`src/rtl/mmio_uart_tx.sv`:
```
// Memory-mapped console transmitter on the MEM-stage store bus.
// Byte stores to DATA_ADDR are queued in a small FIFO and sent as 8N1 frames on tx.
module mmio_uart_tx #(
  parameter int         CLKS_PER_BIT = 434,
  parameter int         FIFO_DEPTH   = 8,
  parameter logic [7:0] DATA_ADDR    = 8'hFF,
  parameter logic [7:0] STAT_ADDR    = 8'hFE
) (
  input  logic        clock,
  input  logic        clear,
  input  logic [7:0]  ADDR,
  input  logic [31:0] DIN,
  input  logic        wren,
  input  logic [2:0]  func3,
  output logic [31:0] DOUT,
  output logic        tx,
  output logic        tx_busy
);

  localparam int         PTR_W      = (FIFO_DEPTH > 1) ? $clog2(FIFO_DEPTH) : 1;
  localparam logic [15:0] BAUD_LAST = 16'(CLKS_PER_BIT - 1);
  localparam logic [3:0]  COUNT_FULL = 4'(FIFO_DEPTH);

  typedef enum logic [1:0] {IDLE, START, DATA, STOP} txStateT;

  txStateT          state;
  logic [15:0]      baudCnt;
  logic [2:0]       bitIdx;
  logic [7:0]       shiftReg;
  logic [7:0]       fifoMem [FIFO_DEPTH];
  logic [PTR_W-1:0] wrPtr;
  logic [PTR_W-1:0] rdPtr;
  logic [3:0]       count;
  logic             overrun;

  logic pushReq;
  logic pushOk;
  logic popNow;
  logic bitDone;
  logic full;
  logic empty;

  // Only the low byte is ever sent, so the store width and upper data bits are unused.
  logic unusedBits;
  assign unusedBits = ^{func3, DIN[31:8]};

  always_comb begin
    full    = (count == COUNT_FULL);
    empty   = (count == 4'd0);
    bitDone = (baudCnt == BAUD_LAST);
    popNow  = !empty && ((state == IDLE) || ((state == STOP) && bitDone));
    pushReq = wren && (ADDR == DATA_ADDR);
    pushOk  = pushReq && (!full || popNow);
  end

  always_ff @(posedge clock or posedge clear) begin
    if (clear) begin
      wrPtr   <= '0;
      rdPtr   <= '0;
      count   <= 4'd0;
      overrun <= 1'b0;
    end else begin
      if (pushOk) wrPtr <= wrPtr + PTR_W'(1);
      if (popNow) rdPtr <= rdPtr + PTR_W'(1);
      case ({pushOk, popNow})
        2'b10:   count <= count + 4'd1;
        2'b01:   count <= count - 4'd1;
        default: count <= count;
      endcase
      if (pushReq && !pushOk) overrun <= 1'b1;
      else if (wren && (ADDR == STAT_ADDR)) overrun <= 1'b0;
    end
  end

  // When full and popping, wrPtr equals rdPtr; the pop reads the old entry before the overwrite.
  always_ff @(posedge clock) begin
    if (pushOk) fifoMem[wrPtr] <= DIN[7:0];
  end

  always_ff @(posedge clock or posedge clear) begin
    if (clear) begin
      state    <= IDLE;
      tx       <= 1'b1;
      tx_busy  <= 1'b0;
      baudCnt  <= 16'd0;
      bitIdx   <= 3'd0;
      shiftReg <= 8'd0;
    end else begin
      case (state)
        IDLE: begin
          baudCnt <= 16'd0;
          if (popNow) begin
            shiftReg <= fifoMem[rdPtr];
            state    <= START;
            tx       <= 1'b0;
            tx_busy  <= 1'b1;
          end
        end
        START: begin
          if (bitDone) begin
            baudCnt <= 16'd0;
            bitIdx  <= 3'd0;
            state   <= DATA;
            tx      <= shiftReg[0];
          end else begin
            baudCnt <= baudCnt + 16'd1;
          end
        end
        DATA: begin
          if (bitDone) begin
            baudCnt <= 16'd0;
            if (bitIdx == 3'd7) begin
              state <= STOP;
              tx    <= 1'b1;
            end else begin
              bitIdx   <= bitIdx + 3'd1;
              shiftReg <= shiftReg >> 1;
              tx       <= shiftReg[1];
            end
          end else begin
            baudCnt <= baudCnt + 16'd1;
          end
        end
        STOP: begin
          if (bitDone) begin
            baudCnt <= 16'd0;
            // Chain straight into the next start bit when more bytes are waiting.
            if (popNow) begin
              shiftReg <= fifoMem[rdPtr];
              state    <= START;
              tx       <= 1'b0;
            end else begin
              state   <= IDLE;
              tx_busy <= 1'b0;
            end
          end else begin
            baudCnt <= baudCnt + 16'd1;
          end
        end
        default: begin
          state   <= IDLE;
          tx      <= 1'b1;
          tx_busy <= 1'b0;
          baudCnt <= 16'd0;
        end
      endcase
    end
  end

  always_comb begin
    DOUT = 32'd0;
    if (ADDR == STAT_ADDR) DOUT = {24'd0, count, overrun, empty, full, tx_busy};
  end

endmodule

```
`config.mk`:
```
export PLATFORM = sky130hd
export DESIGN_NAME = mmio_uart_tx
export DESIGN_NICKNAME = d
export VERILOG_FILES = /design/src/rtl/mmio_uart_tx.sv
export SDC_FILE = /design/constraint.sdc
export NUM_CORES = 1
export LEC_CHECK = 0
export CAP_MARGIN = 20
export CORE_ASPECT_RATIO = 0.9
export CORE_UTILIZATION = 47
export DETAILED_ROUTE_END_ITERATION = 16
export PLACE_DENSITY = 0.71
export SYNTH_ARGS = -nofsm -noshare
export SYNTH_HDL_FRONTEND = slang
export SYNTH_SLANG_ARGS = --single-unit
```
`constraint.sdc`:
```
create_clock -name clock -period 4.9 [get_ports clock]
set_input_delay 0.98 -clock clock [delete_from_list [all_inputs] [get_ports clock]]
set_output_delay 0.98 -clock clock [all_outputs]
set_load 0.03 [all_outputs]
```
# [After elaboration in Yosys (flattened, before gate mapping)]
# Memory sizes are Yosys's and may differ from the RTL's.
# Index checks and enable logic that the tools add are counted.
[word_totals] ff_bits=42 latchBits=0 ramBits=64 mem_bits_ro=0 inputBits=46 out_inout_bits=34 elab_cells=92 memories=1
[op_classes] addsub=6 multipliers=0 div=0 n_lt_le_gt_ge=0 eq_ne=17 n_shift=0 muxes=34 bitwise_logic=0 n_reduce_logical=24
[memory_table] memory="fifoMem" words=8 word_bits=8 read_ports=1 rd_ports_with_merged_regs=0 wr=1 line_no="30" source="logic [7:0] fifoMem [FIFO_DEPTH];"
[ops] operator="$mux W8" n=5
[ops] operator="$pmux W16 S2" n=1
[ops] operator="$pmux W8 S3" n=1
[ops] operator="$add A16 B1 Y16 const B" n=1
[ops] operator="$eq A16 B9 Y1 const B" n=1
[ops] operator="$eq A8 B8 Y1 const B" n=2
[ops] operator="$mux W16" n=1
[ops] operator="$ne A2 B2 Y1 const B" n=7
[ops] operator="$mux W1" n=13
[ops] operator="$reduce_and A4 Y1" n=3
[ops] operator="$mux W2" n=5
[ops] operator="$add A3 B1 Y3 const B" n=3
[ops] operator="$mux W3" n=3
[ops] operator="$pmux W2 S4" n=1
[ops] operator="$pmux W4 S2" n=1
[ops] operator="$reduce_bool A2 Y1" n=4
[ops] operator="$eq A2 B2 Y1 const B" n=3
[ops] operator="$logic_and A1 B1 Y1" n=6
[ops] operator="$pmux W3 S2" n=1
[ops] operator="$reduce_and A5 Y1" n=1
[ops] operator="$add A4 B1 Y4 const B" n=1
[ops] operator="$eq A2 B1 Y1 const B" n=2
[ops] operator="$eq A4 B4 Y1 const B" n=1
[ops] operator="$logic_not A4 Y1" n=1
[ops] operator="10 further kinds" n=13

# [Longest topological paths before layout]
# Gate-level depths: netlist of the first run.
[logic_depth] ltp_word=9 ltp_mapped=14 mapped_depth_nobuf=13

# [Least setup slack after synthesis of the first run]
# No wires, ideal clock.
[synth_timing] path_type="input port to output port" from="input port ADDR[6]" to="output port DOUT[1]" arrival_ns=2.139 t_required_ns=3.920 setup_slack_ns=1.781 path_stages=2 path_buffers=0 cell_sequence="nand4_1 nor4_1"
[synth_between] elab_chain_cells=2
[synth_lines] item="from (decl)" line_no="11" source="input logic [7:0] ADDR,"
[synth_lines] item="$eq A8 B8 Y1" line_no="152" source="if (ADDR == STAT_ADDR) DOUT = {24'd0, count, overrun, empty, full, tx_busy};"
[synth_lines] item="$mux W8" line_no="152"
[synth_lines] item="to (decl)" line_no="15" source="output logic [31:0] DOUT,"
# No other way between the ends.

# [Worst setup path after layout of the first run]
[layout_timing] from="input port ADDR[6]" to="output port DOUT[3]"
# The elaborated chain is that of the path after synthesis.

==> results of run 1 <==
==> through the flow <==
stage	setup WS [ns]	utilization (%)
6_report	0.845	54.8
4_1_cts	0.834	54.8
3_5_place_dp	0.836	52.0
3_3_place_gp	0.880	52.0
2_1_floorplan	1.78	-
5_1_grt	0.706	54.8
==> worst paths after layout <==
kind / depth (start not counted) / start / endpoint / slack (ns)
min in group asynchronous: 3 / clear / baudCnt[7] / 1.06
worst max-delay path: 5 / ADDR[6] / DOUT[3] / 0.85
max in group asynchronous: 3 / clear / tx / 3.46
worst min register to register: 2 / overrun / overrun / 0.48
worst min-delay path: 2 / overrun / overrun / 0.48
worst max register to register: 13 / baudCnt[1] / count[2] / 1.84
==> worst max-delay path, delay by kind of cell <==
kind	cells	cell delay, ns
buffers and inverters	2	1.14
and+or+nand+nor	3	0.96
==> layout make-up <==
class | count | area, sq um
Clock buffer | 9 | 225
Clock inverter | 7 | 61.3
Fill cell | 866 | 4650
Inverter | 9 | 33.8
Multi-Input combinational cell | 264 | 1850
Sequential cell | 106 | 2970
Tap cell | 129 | 161
Timing Repair Buffer | 35 | 333
==> flip-flops by register name (all words and copies together) (netlist names) <==
signal / cells
baudCnt: 16
bitIdx: 3
count: 4
fifoMem: 64
overrun: 1
rdPtr: 3
shiftReg: 8
state: 2
tx: 1
tx_busy: 1
wrPtr: 3
==> power by group through the flow <==
stage	clock [uW]	sequential (uW)	combinational (uW)
2_1_floorplan	0	1150	763
3_3_place_gp	0	1180	903
3_5_place_dp	0	1180	931
4_1_cts	708	1170	937
5_1_grt	737	1180	1020
6_report	690	1160	928
==> kinds of logic (layout without fill, tap and decap cells) <==
kind of cell | count (synthesis) | after routing | synth area share [%]
DFF | 106 | 106 | 59.4
AOI/OAI and AO/OA | 52 | 52 | 6.90
other | 1 | 24 | 0.0749
buffers and inverters | 45 | 60 | 5.37
adders and majority gates | 14 | 14 | 3.50
and+or+nand+nor | 109 | 109 | 10.9
muxes | 42 | 42 | 9.77
xor gates and xnor gates | 23 | 23 | 4.02
==> cell usage in the layout, fill, tap and decap left out, drive strengths merged, types with 8 or more instances in the layout <==
master,count
edfxtp,64
dfrtp,41
nor2,28
clkdlybuf4s50,28
nand2,26
mux2,25
conb,24
o21ai,17
mux2i,14
ha,14
xor2,13
inv,12
nand3,11
xnor2,10
nor3,10
clkbuf,9
a21oi,8
==> routing by layer <==
layer  vias to the layer above  part of all wire, %  track usage (%)
met1                      1440                   45             21.6
met2                        51                   50             29.5
met5                         -                    0                0
met3                         9                  3.2             4.53
met4                         0                  1.5             6.77
li1                       1443                    -                -
==> key figures, run 1 <==
Yosys
  • Synth top area cells: sky130_fd_sc_hd__edfxtp_1, sky130_fd_sc_hd__dfrtp_1, sky130_fd_sc_hd__mux2_2
  • Synth Instances: 392
  • Proportion of synthesized chip area in sequential cells: just under 60%
  • Synth Area per Inst: between 10 and 15 sq um
  • Fraction of synthesis flops using an asynchronous set or reset pin: 39.6%
  • Most used standard cell by instance count after synthesis: sky130_fd_sc_hd__edfxtp_1
  • Cell variety after synth: 46
  • FF+latch count, synth: 106
  • Top FF cell, synth: sky130_fd_sc_hd__edfxtp_1
  • Number of enable-type register cells in the synthesized netlist: 64
  • Most numerous cell types in the synthesized netlist: sky130_fd_sc_hd__edfxtp_1, sky130_fd_sc_hd__dfrtp_1, sky130_fd_sc_hd__nor2_1, sky130_fd_sc_hd__buf_4, sky130_fd_sc_hd__nand2_1
  • Syn Std Cell Area: ~5000 sq um
  • Largest area contributor in the synthesized netlist: sky130_fd_sc_hd__edfxtp_1
  • Syn. warnings: 0
  • Top cell type's share of synthesized area: 38.4%

Clock network
  • Number of levels in the clock H-tree: 3
  • Post-CTS setup-driven buffer insertion count: 0
  • Clock buffer count from CTS: 9
  • TritonCTS sink count: 106
  • Cts-stage hold buffer count: 0
  • CTS root buf: sky130_fd_sc_hd__clkbuf_16
  • Latest clock arrival within the worst-skew pair: approximately 0.35 ns
  • Clock-pin slew reported for the worst setup and hold paths after clock tree synthesis: 0.07 ns
  • CTS-repair resized insts: 0
  • CTS tree: done
  • Maximum buffer depth of the clock tree: 2

Drt
  • Average wire per cell in the routed design: 15.5 um
  • Starting DRT DRC Count: between 150 and 200
  • Residual DRC count: 0
  • Total wire length: 8.68 mm
  • Antenna-violating nets left: 0
  • Vias post-DR: 2,943
  • Detailed-router iteration count before antenna repair: 4
  • Average via count per standard cell: 5.26

Timing
  • Top achievable clock speed: 247 MHz
  • Final Slew Violations: 0
  • Final hold slack: 0.475 ns
  • Setup violations, final: 0
  • Number of failing hold endpoints at the final stage: 0
  • Tmin final: a little over 4 ns
  • Sum Neg Setup Slack: 0 ns
  • Worst slew margin relative to its limit: 39.1%
  • Slew of the pin with the lowest slew margin: between 0.9 and 1 ns
  • RSZ-0062 raised after global routing: no
  • Worst setup skew after layout: 0.00833 ns
  • Final period util: 82.7%

Placed design
  • Placed standard-cell area: 5350 sq um
  • Post-DP HPWL: between 5 and 6 mm
  • RePlAce Congestion: 0.790
  • Number of port buffers: 28
  • Instance count after placement with tap cells included: 543

Power and ir drop
  • Total power after layout: 2780 uW
  • Proportion of power drawn by combinational gates: 33.3%
  • Clock network fraction of total power: 24.8%
  • Power per standard cell area: 494 nW/um^2
  • Sequential fraction of design power: 41.9%
  • Net switching component of the power: ~960 uW
  • Internal power: about 1800 uW
  • Switching Share: 34.3%
  • Reported leakage power: roughly 0.0021 uW
  • Worst voltage drop across the vdd grid: between 0.3 and 0.4 mV

Min path
  • Hold crit path type: flop to flop

Worst setup path
  • Worst path max stage delay: 0.68 ns
  • CP max-delay cell: sky130_fd_sc_hd__clkdlybuf4s50_1
  • Critical path capture point type: output pin
  • Maximum fanout encountered on the critical timing path: 7
  • Most used cell along the critical path: sky130_fd_sc_hd__clkdlybuf4s50_1
  • Arrival time reported for the critical path endpoint: about 3.1 ns
  • Type of the worst setup path: input pin to output pin
  • Critical path, cell by cell: clkdlybuf4s50_1 > nand4_1 > nor3_1 > and2_1 > clkdlybuf4s50_1
  • WP data required: about 4 ns
  • Startpoint Class: input pin

Cells and area
  • Number of cells in the finished layout apart from fillers: 559
  • Diode insertion count for antenna repair: 0
  • Share of cells above drive strength 1: 12.3%
  • Final Cell Area: 5640 sq um
  • Final nets: 485
  • Area growth from synthesis to layout: 12.6%

Global route
  • GRT Util Overall: 17.4%
  • Global-route wire length before repair: 14.6 mm
  • Maximum number of pins on one net before global-route repair: 43
  • Total congestion overflow after global routing: 0
  • Antenna violations before repair: 0
  • Vias in the first global route: 2,869

Die
  • Height of the die: between 90 and 100 um
  • Core area: roughly 10,000 sq um
  • Number of placement rows: 35
  • Number of primary I/O pins: 80
  • Total Die Area: about 11,000 sq um
  • Die width: 111 um
  • Initial standard-cell utilization of the core: approximately 49%

Run
  • Total of max-cap violations: 0

Status
  • Run status: complete, no violations
Power figures use the tool's default switching activity.
==> inputs of run 2 (changes only) <==
==> constraint.sdc (replaced) <==
create_clock -name clock -period 4.2 [get_ports clock]
set_input_delay 0.84 -clock clock [delete_from_list [all_inputs] [get_ports clock]]
set_output_delay 0.84 -clock clock [all_outputs]
set_load 0.03 [all_outputs]
==> run 2 against run 1 <==
First-iteration DRC count is 44% lower; register-to-register slack worse by 0.67 ns; highest routed layer unchanged; worst setup slack worse by 0.40 ns; sequential power rose by 21%; sequential share of layout area fell by 0.12 points; combinational power increased by 12%; critical path depth stayed put; critical endpoint unchanged; final area is 0.22% higher; core utilization is 0.12 points higher.
==> key figures, run 2 (synthesis results as in run 1) <==
Status
  • Run status: complete, no violations

Cells and area
  • Footprint of the flip-flops and latches: a little under 3000 sq um
  • Largest registers: fifoMem: 64 flops, baudCnt: 16 flops, shiftReg: 8 flops
  • Final core utilization: 54.9%
  • Area used by multi-input combinational logic: 1850 sq um
  • Area growth from synthesis to layout: 12.9%
  • Flip-flop count of the largest register after layout: 64
  • Register name with the most flops: fifoMem
  • Number of cells in the finished layout apart from fillers: roughly 560
  • Final Cell Area: 5650 sq um
  • Most common cell after layout, fill and taps aside: sky130_fd_sc_hd__edfxtp_1
  • Final nets: 488
  • Layout fillers: 838
  • Share of cells above drive strength 1: 12.7%
  • Diode insertion count for antenna repair: 0
  • Leading cell types in the layout, fill and taps excluded: sky130_fd_sc_hd__edfxtp_1, sky130_fd_sc_hd__dfrtp_1, sky130_fd_sc_hd__nor2_1, sky130_fd_sc_hd__clkdlybuf4s50_1, sky130_fd_sc_hd__nand2_1

Die
  • Number of primary I/O pins: 80
  • Number of placement rows: 35
  • Initial standard-cell utilization of the core: 48.6%
  • Height of the die: 99.9 um
  • Die width: ~110 um
  • Total Die Area: 11,100 sq um
  • Core area: 10,300 sq um

Timing
  • Number of failing hold endpoints at the final stage: 0
  • Sum Neg Setup Slack: 0 ns
  • Setup violations, final: 0
  • Top achievable clock speed: 266 MHz
  • Final Slew Violations: 0
  • Tmin final: about 3.8 ns
  • Worst slew margin relative to its limit: between 20% and 30%
  • Final hold slack: 0.488 ns
  • Slew of the pin with the lowest slew margin: 1.08 ns
  • Worst setup skew after layout: 0.00841 ns
  • Final period util: about 89%
  • RSZ-0062 raised after global routing: no

Worst setup path
  • Largest delay contributor family on the critical path: buffers and inverters
  • Critical path, cell by cell: clkdlybuf4s50_1 > nand4_1 > nor3_1 > and2_1 > clkdlybuf4s50_1
  • Setup slack of the worst register-to-register path: ~1.2 ns
  • Maximum fanout encountered on the critical timing path: 7
  • Startpoint Class: input pin
  • Critical path capture point type: output pin
  • Worst path max stage delay: 0.68 ns
  • Type of the worst setup path: input pin to output pin
  • Most used cell along the critical path: sky130_fd_sc_hd__clkdlybuf4s50_1
  • End of the worst register-to-register path: count[2]
  • Reg2reg path depth: 13
  • Reg2Reg Launch Point: baudCnt[1]
  • Arrival time reported for the critical path endpoint: 2.92 ns
  • WP data required: 3.36 ns
  • CP max-delay cell: sky130_fd_sc_hd__clkdlybuf4s50_1
  • Total buffers and inverters traversed by the critical path: 2

Power and ir drop
  • Net switching component of the power: about 1100 uW
  • Reported leakage power: 0.00216 uW
  • Power per standard cell area: 571 nW/um^2
  • Proportion of power drawn by combinational gates: 32.3%
  • Switching Share: approximately a third
  • Internal power: 2130 uW
  • Sequential fraction of design power: 43.5%
  • Clock network fraction of total power: 24.2%
  • Worst voltage drop across the vdd grid: 0.514 mV

Clock network
  • Post-CTS setup-driven buffer insertion count: 0
  • Number of levels in the clock H-tree: 3
  • Cts-stage hold buffer count: 0
  • Clock buffer count from CTS: 9
  • Latest clock arrival within the worst-skew pair: between 0.3 and 0.4 ns
  • Maximum buffer depth of the clock tree: 2
  • CTS-repair resized insts: 0
  • TritonCTS sink count: between 100 and 150
  • Clock-pin slew reported for the worst setup and hold paths after clock tree synthesis: ~0.07 ns
  • CTS root buf: sky130_fd_sc_hd__clkbuf_16
  • CTS tree: done

Min path
  • Worst hold path endpoint: overrun
  • Hold_sp: overrun
  • Depth of the worst hold-timing path: 2
  • Hold crit path type: flop to flop

Global route
  • Total congestion overflow after global routing: 0
  • GRT Util Overall: approximately 17%
  • Global-route wire length before repair: 14.4 mm
  • Antenna violations before repair: 0
  • Maximum number of pins on one net before global-route repair: 43
  • Vias in the first global route: 2,887

Placed design
  • Instance count after placement with tap cells included: 546
  • Placed standard-cell area: 5370 sq um
  • Post-DP HPWL: 5.90 mm
  • Number of port buffers: 28
  • RePlAce Congestion: 0.792

Drt
  • Average wire per cell in the routed design: ~15 um
  • Residual DRC count: 0
  • Starting DRT DRC Count: 93
  • Average via count per standard cell: 5.29
  • Total wire length: 8.68 mm
  • Detailed-router iteration count before antenna repair: 4
  • Vias post-DR: a little under 3k
  • Antenna-violating nets left: 0

Run
  • Total of max-cap violations: 0
[run 2: how the worst max path moves through the flow]
| stage | start | endpoint | slack, ns | depth (start not counted) |
|---|---|---|---|---|
| finish | ADDR[6] | DOUT[3] | 0.44 | 5 |
| global route | ADDR[5] | DOUT[3] | 0.28 | 5 |
| CTS | ADDR[6] | DOUT[3] | 0.43 | 5 |
| detailed placement | ADDR[6] | DOUT[3] | 0.43 | 5 |
| global placement | ADDR[7] | DOUT[5] | 0.47 | 5 |
| floorplan | ADDR[6] | DOUT[1] | 1.36 | 2 |
[run 2: power by group through the flow]
stage	Combinational (uW)	Clock, uW	Sequential [uW]
finish	1040	783	1400
CTS	1050	805	1410
floorplan	890	0	1350
global route	1160	837	1430
detailed placement	1040	0	1430
global placement	1010	0	1420
[run 2: metrics by stage]
step                setup slack (ns)  total power, uW
CTS                            0.428             3260
global route                   0.279             3430
floorplan                       1.36             2240
global placement               0.467             2430
detailed placement             0.428             2470
finish                         0.445             3230
[run 2: final cells by class]
class / instances / share of cell area (%)
tap: 129 / 2.86
timing repair buffer: 38 / 6.29
clock buffer: 9 / 3.99
clock inverter: 7 / 0.908
inverter: 9 / 0.598
sequential: 106 / 52.6
multi-input combinational: 264 / 32.7
[run 2: routing by layer]
metal	wire [um]	GRT usage (%)	vias to the layer above
met5	0	0	-
met4	89	4.62	0
met3	284	4.17	7
met2	4310	28.3	53
met1	4000	21.8	1462
li1	-	-	1450
[run 2: worst register-to-register path, stage by stage (launching register included)]
cell and delay, ns:
sky130_fd_sc_hd__dfrtp_1 0.41, sky130_fd_sc_hd__inv_1 0.07, sky130_fd_sc_hd__ha_1 0.13, sky130_fd_sc_hd__nor3b_1 0.23
sky130_fd_sc_hd__and4_1 0.45, sky130_fd_sc_hd__a211o_1 0.28, sky130_fd_sc_hd__nand2_2 0.17, sky130_fd_sc_hd__ha_1 0.34
sky130_fd_sc_hd__xor2_1 0.17, sky130_fd_sc_hd__ha_1 0.19, sky130_fd_sc_hd__a21oi_1 0.14, sky130_fd_sc_hd__xor2_1 0.15
sky130_fd_sc_hd__nor2_1 0.06, sky130_fd_sc_hd__xor2_1 0.14
==> inputs of run 3 (changes only) <==
--- a/config.mk
+++ b/config.mk
@@ -7,9 +7,10 @@
 export LEC_CHECK = 0
 export CAP_MARGIN = 20
 export CORE_ASPECT_RATIO = 0.9
-export CORE_UTILIZATION = 47
+export CORE_UTILIZATION = 24
+export CTS_CLUSTER_DIAMETER = 100
 export DETAILED_ROUTE_END_ITERATION = 16
-export PLACE_DENSITY = 0.71
+export REMOVE_ABC_BUFFERS = 1
 export SYNTH_ARGS = -nofsm -noshare
 export SYNTH_HDL_FRONTEND = slang
 export SYNTH_SLANG_ARGS = --single-unit
==> run 3 against run 2 <==
Clock-buffer cell count stayed put; largest power group unchanged; worst hold slack lost 0.0094 ns; non-clock buffer count rose by 6; highest routed layer unchanged; first-iteration DRC count increased by 23%; die area increased by 94%; routed wire length is 11% higher; critical path depth grew 1; via count rose by 3.5%; total power is 1.2% higher.
==> key figures, run 3 (synthesis results as in run 1) <==
Timing
  • Sum Neg Setup Slack: 0 ns
  • Slew of the pin with the lowest slew margin: 0.803 ns
  • Number of failing hold endpoints at the final stage: 0
  • Worst slew margin relative to its limit: 46.5%
  • Setup violations, final: 0
  • Top achievable clock speed: around 290 MHz
  • Final period util: 82.8%
  • Final Slew Violations: 0
  • Worst setup skew after layout: 0.00973 ns
  • Tmin final: ~3.5 ns
  • RSZ-0062 raised after global routing: no

Drt
  • Met1 Wirelength: ~4.3 mm
  • Highest layer used for signal routing: met4
  • Antenna-violating nets left: 0
  • Total wire length: ~9.6 mm
  • Average via count per standard cell: 4.44
  • Met3 wire length: 315 um
  • Detailed-router iteration count before antenna repair: 4
  • Vias post-DR: roughly 3.1k
  • Residual DRC count: 0
  • Starting DRT DRC Count: 114
  • Average wire per cell in the routed design: roughly 14 um
  • Routed length on met2: 4.77 mm

Clock network
  • Number of levels in the clock H-tree: 3
  • TritonCTS sink count: 106
  • Cts-stage hold buffer count: 0
  • CTS tree: done
  • CTS-repair resized insts: 0
  • CTS root buf: sky130_fd_sc_hd__clkbuf_16
  • Maximum buffer depth of the clock tree: 2
  • Post-CTS setup-driven buffer insertion count: 0
  • Clock-pin slew reported for the worst setup and hold paths after clock tree synthesis: 0.07 ns
  • Latest clock arrival within the worst-skew pair: 0.34 ns
  • Clock buffer count from CTS: 9

Cells and area
  • Footprint of the flip-flops and latches: 2970 sq um
  • Layout fillers: 2,046
  • Final core utilization: 29.0%
  • Final nets: 494
  • Leading cell types in the layout, fill and taps excluded: sky130_fd_sc_hd__edfxtp_1, sky130_fd_sc_hd__dfrtp_1, sky130_fd_sc_hd__nor2_1, sky130_fd_sc_hd__clkdlybuf4s50_1, sky130_fd_sc_hd__nand2_1
  • Most common cell after layout, fill and taps aside: sky130_fd_sc_hd__edfxtp_1
  • Area growth from synthesis to layout: 17.4%
  • Diode insertion count for antenna repair: 0
  • Register name with the most flops: fifoMem
  • Largest registers: fifoMem: 64 flops, baudCnt: 16 flops, shiftReg: 8 flops
  • Share of cells above drive strength 1: 14.2%
  • Flip-flop count of the largest register after layout: 64
  • Area used by multi-input combinational logic: 1850 sq um

Global route
  • Total congestion overflow after global routing: 0
  • Vias in the first global route: 3,089
  • Antenna violations before repair: 0
  • Global-route wire length before repair: 15.7 mm
  • GRT Util Overall: about a tenth
  • Maximum number of pins on one net before global-route repair: 43

Placed design
  • RePlAce Congestion: between 0.7 and 0.8
  • Number of port buffers: 28
  • Post-DP HPWL: 6.74 mm

Die
  • Core area: approximately 20,000 sq um
  • Initial standard-cell utilization of the core: 24.7%
  • Number of placement rows: 49
  • Number of primary I/O pins: 80
  • Total Die Area: 21,400 sq um
  • Die width: 154 um
  • Height of the die: 139 um

Power and ir drop
  • Reported leakage power: 0.00220 uW
  • Worst voltage drop across the vdd grid: roughly 0.24 mV
  • Proportion of power drawn by combinational gates: 33.7%
  • Clock network fraction of total power: 23.9%
  • Power per standard cell area: 556 nW/um^2
  • Net switching component of the power: 1120 uW
  • Total power after layout: 3270 uW
  • Internal power: 2150 uW
  • Sequential fraction of design power: 42.5%
  • Switching Share: between 30% and 40%

Status
  • Run status: complete, no violations

Worst setup path
  • Type of the worst setup path: input pin to output pin
  • WP data required: 3.36 ns
  • Arrival time reported for the critical path endpoint: between 2 and 3 ns
  • Critical path, cell by cell: clkdlybuf4s50_1 > nand4_1 > nor3_1 > buf_4 > and2_1 > clkdlybuf4s50_1
  • Largest delay contributor family on the critical path: buffers and inverters
  • Startpoint Class: input pin
  • Worst path max stage delay: 0.66 ns
  • Most used cell along the critical path: sky130_fd_sc_hd__clkdlybuf4s50_1
  • CP max-delay cell: sky130_fd_sc_hd__clkdlybuf4s50_1
  • Total buffers and inverters traversed by the critical path: 3
  • Maximum fanout encountered on the critical timing path: 7
  • Critical path capture point type: output pin

Run
  • Total of max-cap violations: 0

Min path
  • Hold crit path type: flop to flop
-- run 3: cell types whose count changed in the layout (fill, tap and decap cells not counted), sizes merged --
cell | before | now
buf | 10 | 16
clkinv | 2 | 5
clkinvlp | 2 | 1
inv | 12 | 9
-- run 3: final cells by class --
class	count	area share, %
flip-flops and latches	106	50.6
multi-input cells	264	31.5
clock buffers	9	3.83
inverters	9	0.575
clock inverters	6	0.916
repair buffers	44	7.16
well taps	255	5.43
-- run 3: through the flow --
stage                     area (sq um)  worst slack, ns  std cells  hold slack, ns
after floorplan                   4860             1.36        379           0.440
after global placement            5570            0.730        677           0.464
after detailed placement          5600            0.704        678           0.468
after CTS                         5870            0.704        693           0.485
after global routing              5870            0.609        693           0.516
final                             5870            0.721        693           0.479
-- run 3: tightest hold or removal path: cells and delay by family, from the launching register on --
kind / cells / cell delay, ns
and+or+nand+nor: 1 / 0.05
DFF: 1 / 0.34
AOI/OAI and AO/OA: 1 / 0.06
-- run 3: final timing paths --
| path | from | to | slack, ns | cells after the start |
|---|---|---|---|---|
| worst min-delay path | overrun | overrun | 0.48 | 2 |
| worst max register to register | baudCnt[1] | count[2] | 1.01 | 13 |
| max in group asynchronous | clear | shiftReg[0] | 2.87 | 3 |
| min in group asynchronous | clear | shiftReg[3] | 0.94 | 3 |
| worst max-delay path | ADDR[6] | DOUT[5] | 0.72 | 6 |
| worst min register to register | overrun | overrun | 0.48 | 2 |
-- run 3: power groups by stage --
stage	combinational [uW]	clock (uW)	sequential (uW)
after global placement	1010	0	1430
final	1100	779	1390
after detailed placement	1090	0	1410
after CTS	1100	801	1390
after floorplan	785	0	1410
after global routing	1220	830	1420
-- run 3: routing by layer --
metal / global-route usage (%) / up-vias
li1: - / 1470
met1: 11.4 / 1510
met2: 16.1 / 74
met3: 2.56 / 22
met4: 3.79 / 0
met5: 0 / -
